### src/rtl/led_run_monitor.sv
// led_run_monitor
//   Receive-side checker for an 8-bit one-hot LED chaser bus. On each
//   sample_en cycle it classifies led_i, tracks the lit position and travel
//   direction, locks onto a steady run and flags illegal patterns / jumps.
//
//   Ports:
//     clk, rst_n   clock (rising edge), async active-low reset
//     sample_en    qualifies led_i
//     led_i[7:0]   observed LED pattern
//     clr_err      synchronous clear of err_cnt_o (applied before counting)
//     pos_o[2:0]   index of the lit bit from the last one-hot sample
//     dir_o        0 = up (n -> n+1), 1 = down
//     locked_o     high while in LOCKED
//     err_o        one-cycle pulse on an error (only raised in LOCKED)
//     dir_chg_o    one-cycle pulse on a legal reversal while LOCKED
//     err_cnt_o    saturating error count
module led_run_monitor #(
  parameter int LOCK_CNT = 4,
  parameter int ERR_W    = 8
) (
  input  logic             clk,
  input  logic             rst_n,
  input  logic             sample_en,
  input  logic [7:0]       led_i,
  input  logic             clr_err,
  output logic [2:0]       pos_o,
  output logic             dir_o,
  output logic             locked_o,
  output logic             err_o,
  output logic             dir_chg_o,
  output logic [ERR_W-1:0] err_cnt_o
);

  typedef enum logic [1:0] {S_IDLE, S_ACQ, S_LOCK} state_e;

  localparam logic [3:0] LOCK_V = 4'(LOCK_CNT);

  state_e           state_q, state_d;
  logic [3:0]       run_q, run_d;
  // The reference position and pos_o always take the same value (every
  // one-hot sample updates both), so a single register serves as both.
  logic [2:0]       pos_q, pos_d;
  logic             dir_q, dir_d;
  logic             locked_q, locked_d;
  logic             err_q, err_d;
  logic             dir_chg_q, dir_chg_d;
  logic [ERR_W-1:0] err_cnt_q, err_cnt_d;

  // Sample classification
  logic [3:0] ones;
  logic [2:0] idx;
  logic [2:0] delta;
  logic       onehot, step, step_dn, hold, jump, opposite;

  always_comb begin
    ones = '0;
    idx  = '0;
    for (int i = 0; i < 8; i++) begin
      if (led_i[i]) begin
        ones = ones + 4'd1;
        idx  = 3'(i);
      end
    end
    onehot   = (ones == 4'd1);
    // Modulo-8 difference gives the wrap-around (7 -> 0 is +1) for free.
    delta    = idx - pos_q;
    step_dn  = (delta == 3'd7);
    step     = (delta == 3'd1) || step_dn;
    hold     = (delta == 3'd0);
    jump     = !(step || hold);
    opposite = step && (step_dn != dir_q);
  end

  // State register
  always_ff @(posedge clk or negedge rst_n) begin
    if (!rst_n) begin
      state_q   <= S_IDLE;
      run_q     <= '0;
      pos_q     <= '0;
      dir_q     <= 1'b0;
      locked_q  <= 1'b0;
      err_q     <= 1'b0;
      dir_chg_q <= 1'b0;
      err_cnt_q <= '0;
    end else begin
      state_q   <= state_d;
      run_q     <= run_d;
      pos_q     <= pos_d;
      dir_q     <= dir_d;
      locked_q  <= locked_d;
      err_q     <= err_d;
      dir_chg_q <= dir_chg_d;
      err_cnt_q <= err_cnt_d;
    end
  end

  // Next-state and run counter
  always_comb begin
    state_d = state_q;
    run_d   = run_q;
    if (sample_en) begin
      case (state_q)
        S_IDLE: begin
          if (onehot) begin
            state_d = S_ACQ;
            run_d   = '0;
          end
        end
        S_ACQ: begin
          if (!onehot) begin
            state_d = S_IDLE;
            run_d   = '0;
          end else if (jump) begin
            run_d = '0;
          end else if (step) begin
            // A reversal (or the first step) starts a fresh run of 1.
            run_d = opposite ? 4'd1 : run_q + 4'd1;
            if (run_d == LOCK_V) state_d = S_LOCK;
          end
        end
        S_LOCK: begin
          if (!onehot) begin
            state_d = S_IDLE;
            run_d   = '0;
          end else if (jump) begin
            state_d = S_ACQ;
            run_d   = '0;
          end
        end
        default: begin
          state_d = S_IDLE;
          run_d   = '0;
        end
      endcase
    end
  end

  // Registered outputs
  always_comb begin
    pos_d     = (sample_en && onehot) ? idx : pos_q;
    dir_d     = dir_q;
    // In ACQUIRE and LOCKED every step leaves dir equal to the step direction,
    // whether it matches, reverses, or is the first step of a run.
    if (sample_en && onehot && step && state_q != S_IDLE) dir_d = step_dn;
    locked_d  = (state_d == S_LOCK);
    err_d     = sample_en && (state_q == S_LOCK) && (!onehot || jump);
    dir_chg_d = sample_en && (state_q == S_LOCK) && onehot && opposite;
    err_cnt_d = clr_err ? '0 : err_cnt_q;
    if (err_d && err_cnt_d != '1) err_cnt_d = err_cnt_d + 1'b1;
  end

  assign pos_o     = pos_q;
  assign dir_o     = dir_q;
  assign locked_o  = locked_q;
  assign err_o     = err_q;
  assign dir_chg_o = dir_chg_q;
  assign err_cnt_o = err_cnt_q;

endmodule

### config.mk
export PLATFORM = sky130hd
export DESIGN_NAME = led_run_monitor
export DESIGN_NICKNAME = d
export VERILOG_FILES = /design/src/rtl/led_run_monitor.sv
export SDC_FILE = /design/constraint.sdc
export NUM_CORES = 1
export LEC_CHECK = 0
export ABC_CLOCK_PERIOD_IN_PS = 6700
export CAP_MARGIN = 10
export CORE_MARGIN = 4
export CORE_UTILIZATION = 59
export CTS_CLUSTER_SIZE = 20
export DETAILED_ROUTE_END_ITERATION = 10
export PLACE_DENSITY = 0.85
export SLEW_MARGIN = 20
export SYNTH_ARGS = -nofsm -noshare
export SYNTH_HDL_FRONTEND = slang
export SYNTH_SLANG_ARGS = --single-unit
export TNS_END_PERCENT = 30
### constraint.sdc
create_clock -name clk -period 6.7 [get_ports clk]
set_input_delay 1.34 -clock clk [delete_from_list [all_inputs] [get_ports clk]]
set_output_delay 1.34 -clock clk [all_outputs]
set_load 0.1 [all_outputs]
# Word level (Yosys, flattened, before mapping)
# Index checks and enable logic that the tools add are counted.
dict set report totals {
  register_bits 21
  latch_bits 0
  mem_bits_rw 0
  mem_bits_ro 0
  in_bits 12
  out_inout_bits 15
  elab_cells 82
  memories 0
}
dict set report op_classes {
  n_addsub 10
  n_mul 0
  div_mod_pow 0
  n_lt_le_gt_ge 0
  n_eq_ne 12
  n_shift 0
  muxes 34
  n_bitwise 0
  n_reduce_logical 18
}
# operator count
set op_table {}
lappend op_table {{2-to-1 mux 4 bit} 14}
lappend op_table {{adder 4 x 1 -> 4 bit (second input constant)} 8}
lappend op_table {{2-to-1 mux 3 bit} 6}
lappend op_table {{2-to-1 mux 2 bit} 8}
lappend op_table {{2-to-1 mux 8 bit} 2}
lappend op_table {{case mux 4 bit (3 select lines)} 1}
lappend op_table {{logical AND 1 bit} 9}
lappend op_table {{adder 8 x 1 -> 8 bit (second input constant)} 1}
lappend op_table {{inequality test 8 bit (second input constant)} 1}
lappend op_table {{case mux 2 bit (3 select lines)} 1}
lappend op_table {{== test 2 bit (second input constant)} 2}
lappend op_table {{== test 4 x 1 -> 1 bit (second input constant)} 1}
lappend op_table {{== test 4 x 3 -> 1 bit (second input constant)} 1}
lappend op_table {{inequality test 4 bit (second input constant)} 1}
lappend op_table {{AND reduction 4 bit} 1}
lappend op_table {{== test 3 x 1 -> 1 bit (second input constant)} 1}
lappend op_table {{== test 3 bit (second input constant)} 1}
lappend op_table {{logical NOT 3 bit} 1}
lappend op_table {{logical OR 1 bit} 3}
lappend op_table {{inequality test 3 bit (second input constant)} 1}
lappend op_table {{subtractor 3 bit} 1}
lappend op_table {{== test 2 x 1 -> 1 bit (second input constant)} 1}
lappend op_table {{logical NOT 1 bit} 2}
lappend op_table {{logical NOT 2 bit} 1}
lappend op_table {{other kinds (4)} 5}

# Logic depth before layout (Yosys ltp)
dict set report logic_depth {
  word_depth 21
  ltp_mapped 27
  depth_no_buf 26
}

# Worst setup path after synthesis
# Ideal clock, no wire load.
dict set report synth_path {
  path_kind {in2reg}
  start {in led_i[0]}
  end {reg err_cnt_q[1], in the netlist err_cnt_o[1]}
  setup_ps 128
  arrival_ps 5500
  required_ps 6572
  path_slack_ps 1072
  stages 25
  path_buffers 0
  cell_sequence {inv_1 > ha_1 > xor2_1 > ha_1 > nand2b_1 > o21ai_0 > inv_1 > ha_1 > nand2_1 > o21ai_0 > ha_1 > nand2_1 > o21a_1 > nor3_1 > ha_1 > mux2_2 > ha_1 > nand2_1 > xnor2_1 > xnor3_1 > o31a_1 > and2_4 > nand3_2 > nand4_2 > mux2_1}
}
dict set report synth_between {
  elab_chain_cells 21
}
# element line_no
set synth_lines {}
lappend synth_lines {{start: declaration} 24} ;# input logic [7:0] led_i,
lappend synth_lines {{2-to-1 mux 1 bit *} 59} ;# if (led_i[i]) begin
lappend synth_lines {{adder 4 x 1 -> 4 bit} 60} ;# ones = ones + 4'd1;
lappend synth_lines {{2-to-1 mux 4 bit *} 59}
lappend synth_lines {{adder 4 x 1 -> 4 bit} 60}
lappend synth_lines {{2-to-1 mux 4 bit *} 59}
lappend synth_lines {{adder 4 x 1 -> 4 bit} 60}
lappend synth_lines {{2-to-1 mux 4 bit *} 59}
lappend synth_lines {{adder 4 x 1 -> 4 bit} 60}
lappend synth_lines {{[6 not listed]} n/a}
lappend synth_lines {{2-to-1 mux 4 bit *} 59}
lappend synth_lines {{== test 4 x 1 -> 1 bit *} 64} ;# onehot = (ones == 4'd1);
lappend synth_lines {{logical NOT 1 bit *} 146} ;# err_d = sample_en && (state_q == S_LOCK) && (!onehot || jump);
lappend synth_lines {{logical OR 1 bit *} 146}
lappend synth_lines {{logical AND 1 bit *} 146}
lappend synth_lines {{logical AND 1 bit *} 149} ;# if (err_d && err_cnt_d != '1) err_cnt_d = err_cnt_d + 1'b1;
lappend synth_lines {{2-to-1 mux 8 bit *} 149}
lappend synth_lines {{net err_cnt_d[1]} 47} ;# logic [ERR_W-1:0] err_cnt_q, err_cnt_d;
lappend synth_lines {{end signal: assignment} 93} ;# err_cnt_q <= err_cnt_d;
lappend synth_lines {{end: declaration} 47}
# Mark *: on every way through the listed nets, which the timed path passes. The rest lies on a longest branch.
# A chain may end at the register's enable or synchronous reset.

# Worst setup path in the final report
dict set report layout_path {
  start {in led_i[1]}
  end {reg err_cnt_q[1], in the netlist err_cnt_o[1]}
}
dict set report layout_between {
  elab_chain_cells 19
}
# element line_no
set layout_lines {}
lappend layout_lines {{2-to-1 mux 4 bit} 59}
lappend layout_lines {{adder 4 x 1 -> 4 bit} 60}
lappend layout_lines {{2-to-1 mux 4 bit} 59}
lappend layout_lines {{adder 4 x 1 -> 4 bit} 60}
lappend layout_lines {{2-to-1 mux 4 bit} 59}
lappend layout_lines {{adder 4 x 1 -> 4 bit} 60}
lappend layout_lines {{2-to-1 mux 4 bit} 59}
lappend layout_lines {{adder 4 x 1 -> 4 bit} 60}
lappend layout_lines {{[4 not listed]} n/a}
lappend layout_lines {{2-to-1 mux 4 bit} 59}
lappend layout_lines {{== test 4 x 1 -> 1 bit} 64}
lappend layout_lines {{logical NOT 1 bit} 146}
lappend layout_lines {{logical OR 1 bit *} 146}
lappend layout_lines {{logical AND 1 bit *} 146}
lappend layout_lines {{logical AND 1 bit *} 149}
lappend layout_lines {{2-to-1 mux 8 bit *} 149}
lappend layout_lines {{net err_cnt_d[1]} 47}
# Marked as above.

==> impl_metrics.py <==
metrics = {
    "floorplanning": {
        "die_area_mm2": 0.00419,
        "die_h_um": 64.7,
        "num_rows": 20,
        "die_w_um": 64.7,
        "start_util": 0.617,
        "core_area_mm2": 0.00308,
        "pin_count": 27,
    },
    "drt": {
        "vias": 1655,
        "avgViaCountPerCell": 5.71,
        "dr.pass1.iters": 4,
        "wire_per_inst_um": 13.2,
        "postRouteAntennaNets": 0,
        "routed_wl_um": 3830,
        "drc": 0,
        "drtIter0Drc": 77,
    },
    "critical_path": {
        "crit_type": "primary input to flip-flop",
        "start_kind": "primary input",
        "critPathRequiredTime_ns": 6.90,
        "cp_max_fo": 9,
        "crit_path_end_kind": "flip-flop",
        "worst_ep_arrival_time_ns": 6.53,
    },
    "timing": {
        "period_needed_ns": 6.33,
        "report.final.slew_viol_count": 0,
        "max_slew.worst_pin.slew_ns": 0.972,
        "slew_headroom": 0.350,
        "whs_ns": 0.548,
        "setup_viol": 0,
        "setup-tns-final_ns": 0,
        "rsz0062_at_grt": "false",
        "final-hold-violation-count": 0,
        "fmax_mhz": 158,
        "timing.final.crit_share": 0.945,
        "skew_ns": 0.0161,
    },
    "clock_tree": {
        "ctsHoldBuffers": 0,
        "clk_latency_ns": 0.31,
        "clk_pin_slew_ns": 0.13,
        "postCtsSetupRepairBufs": 0,
        "cts_sinks": 21,
        "cts_made_buffers": 3,
        "cts.htree.levels": 1,
        "cts.repair.resized": 0,
        "cts_tree": "yes",
        "clockBufferDepth": 2,
        "cts-root-buf": "clkbuf_4",
    },
    "worst_hold_path": {
        "hold_path_class": "flip-flop to flip-flop",
    },
    "logic_synthesis": {
        "synth_nets": 246,
        "synthFlopType": "dfrtp_1",
        "ys_ff_latch": 21,
        "yosysUniqueCellTypes": 66,
        "yosysWarnings": 0,
        "synthCells": 223,
        "synth_area_leaders": "dfrtp_1 28%, ha_1 6.6%, xnor2_1 5.1%",
        "synth_area_mm2": 0.00190,
        "yosys.area.top_type_share": 0.277,
        "yosysTopAreaCell": "dfrtp_1",
        "async_reset_ff_frac": 1.00,
        "ys_seq_area_frac": 0.277,
        "synth-edff-count": 0,
        "avgSynthCellArea_um2": 8.52,
    },
    "global_route": {
        "grt_use_total": 0.197,
        "first_global_vias": 1577,
        "antenna_found_initial": 0,
        "grt_overflow": 0,
        "grt_pass1_wl_um": 6620,
        "grt_start_max_net_pins": 22,
    },
    "power": {
        "pwr_density_cell_mw_per_mm2": 258,
        "ir_drop_mv": 0.107,
        "p_leak_nw": 0.920,
    },
    "placed_design": {
        "dp_hpwl_um": 2930,
        "io_buffers": 26,
        "gp_congestion": 0.889,
    },
    "final_layout": {
        "final_nets": 270,
        "layout-area-overhead-vs-synth_pct": 16.3,
        "n_antenna_cell": 0,
        "final_common_cell": "clkdlybuf4s50_1",
        "final_cell_mix": "26 x clkdlybuf4s50_1, 22 x nand2_1, 21 x dfrtp_1",
        "drive_gt1_frac": 0.106,
    },
    "run": {
        "maxCapViolations": 0,
    },
    "status": {
        "status": "finished clean",
    },
}
==> stage by stage <==
stage	setup slack [ns]	instance area, um2	std cells	util	power, mW
5_1_grt	0.0672	2210	290	0.717	0.615
4_1_cts	0.379	2210	290	0.717	0.570
3_5_place_dp	0.0751	2180	286	0.709	0.506
3_3_place_gp	0.145	2180	286	0.709	0.500
2_1_floorplan	1.07	1900	223	-	0.435
6_report	0.367	2210	290	0.717	0.570
==> routing by layer <==
| layer | vias to the layer above | routed length (um) | global-route usage |
|---|---|---|---|
| li1 | 836 | - | - |
| met1 | 789 | 1830 | 0.249 |
| met2 | 28 | 1860 | 0.340 |
| met3 | 2 | 114 | 0.0416 |
| met4 | 0 | 21 | 0.0528 |
| met5 | - | 0 | 0 |
==> sequential cells by signal, summed over array words and instances, names as in the netlist <==
name	flops
err_cnt_o	8
run_q	4
pos_o	3
state_q	2
dir_chg_o	1
dir_o	1
err_o	1
locked_o	1
==> cells in the mapped netlist (all sizes together) (2+ instances only) <==
library cell	number
nor3b	2
o221ai	2
nor3	7
inv	17
o22ai	2
or3	3
a21oi	10
or2	3
xor2	4
xnor2	12
nor4	3
nor2	20
nand2	22
clkbuf	5
dfrtp	21
nor2b	10
nand3	11
ha	10
mux2	4
buf	3
o21ai	11
and3	2
nand4	3
o2111ai	2
nand2b	3
o21a	2
==> critical path, cell delays in order <==
cell             delay, ns
clkdlybuf4s50_1       0.52
inv_1                 0.06
ha_1                  0.37
xor2_1                0.23
ha_1                  0.28
nand2b_1              0.16
o21ai_0               0.11
inv_1                 0.07
ha_1                  0.32
nand2_1               0.08
o21ai_0               0.11
ha_1                  0.31
nand2_1               0.08
o21a_1                0.15
nor3_1                0.21
ha_1                  0.29
mux2_2                0.27
ha_1                  0.17
nand2_1               0.07
xnor2_1               0.13
xnor3_1               0.23
o31a_1                0.14
and2_4                0.18
nand3_2               0.16
nand4_2               0.15
mux2_1                0.35
==> where the power goes <==
part | total (mW) | switching (mW) | internal [mW]
Sequential | 0.151 | 0.0123 | 0.139
Clock | 0.0630 | 0.0397 | 0.0233
Combinational | 0.356 | 0.232 | 0.124
==> layout make-up <==
class	count	area, um2
multi-input combinational	177	1270
timing repair buffer	27	268
clock buffer	4	26.3
sequential	21	526
tap	44	55.1
fill	261	870
inverter	17	63.8
==> final timing paths <==
kind / from / endpoint / slack [ns] / cells past startpoint
worst max-delay path: led_i[1] / err_cnt_o[1] / 0.37 / 26
worst min-delay path: pos_o[0] / pos_o[0] / 0.55 / 2
worst max register to register: pos_o[0] / state_q[1] / 3.79 / 10
worst min register to register: pos_o[0] / pos_o[0] / 0.55 / 2
max in group asynchronous: rst_n / err_cnt_o[2] / 4.57 / 1
min in group asynchronous: rst_n / pos_o[2] / 1.53 / 1
==> kinds of logic after synthesis <==
kind of cell | Yosys count | share of synthesized area
mux | 5 | 0.0290
fa+ha+maj | 11 | 0.0764
flops | 21 | 0.277
compound gates | 46 | 0.181
xor+xnor | 18 | 0.107
simple gates | 97 | 0.276
buf+inv | 25 | 0.0547
Note: power is estimated with default switching activity, not from simulation.
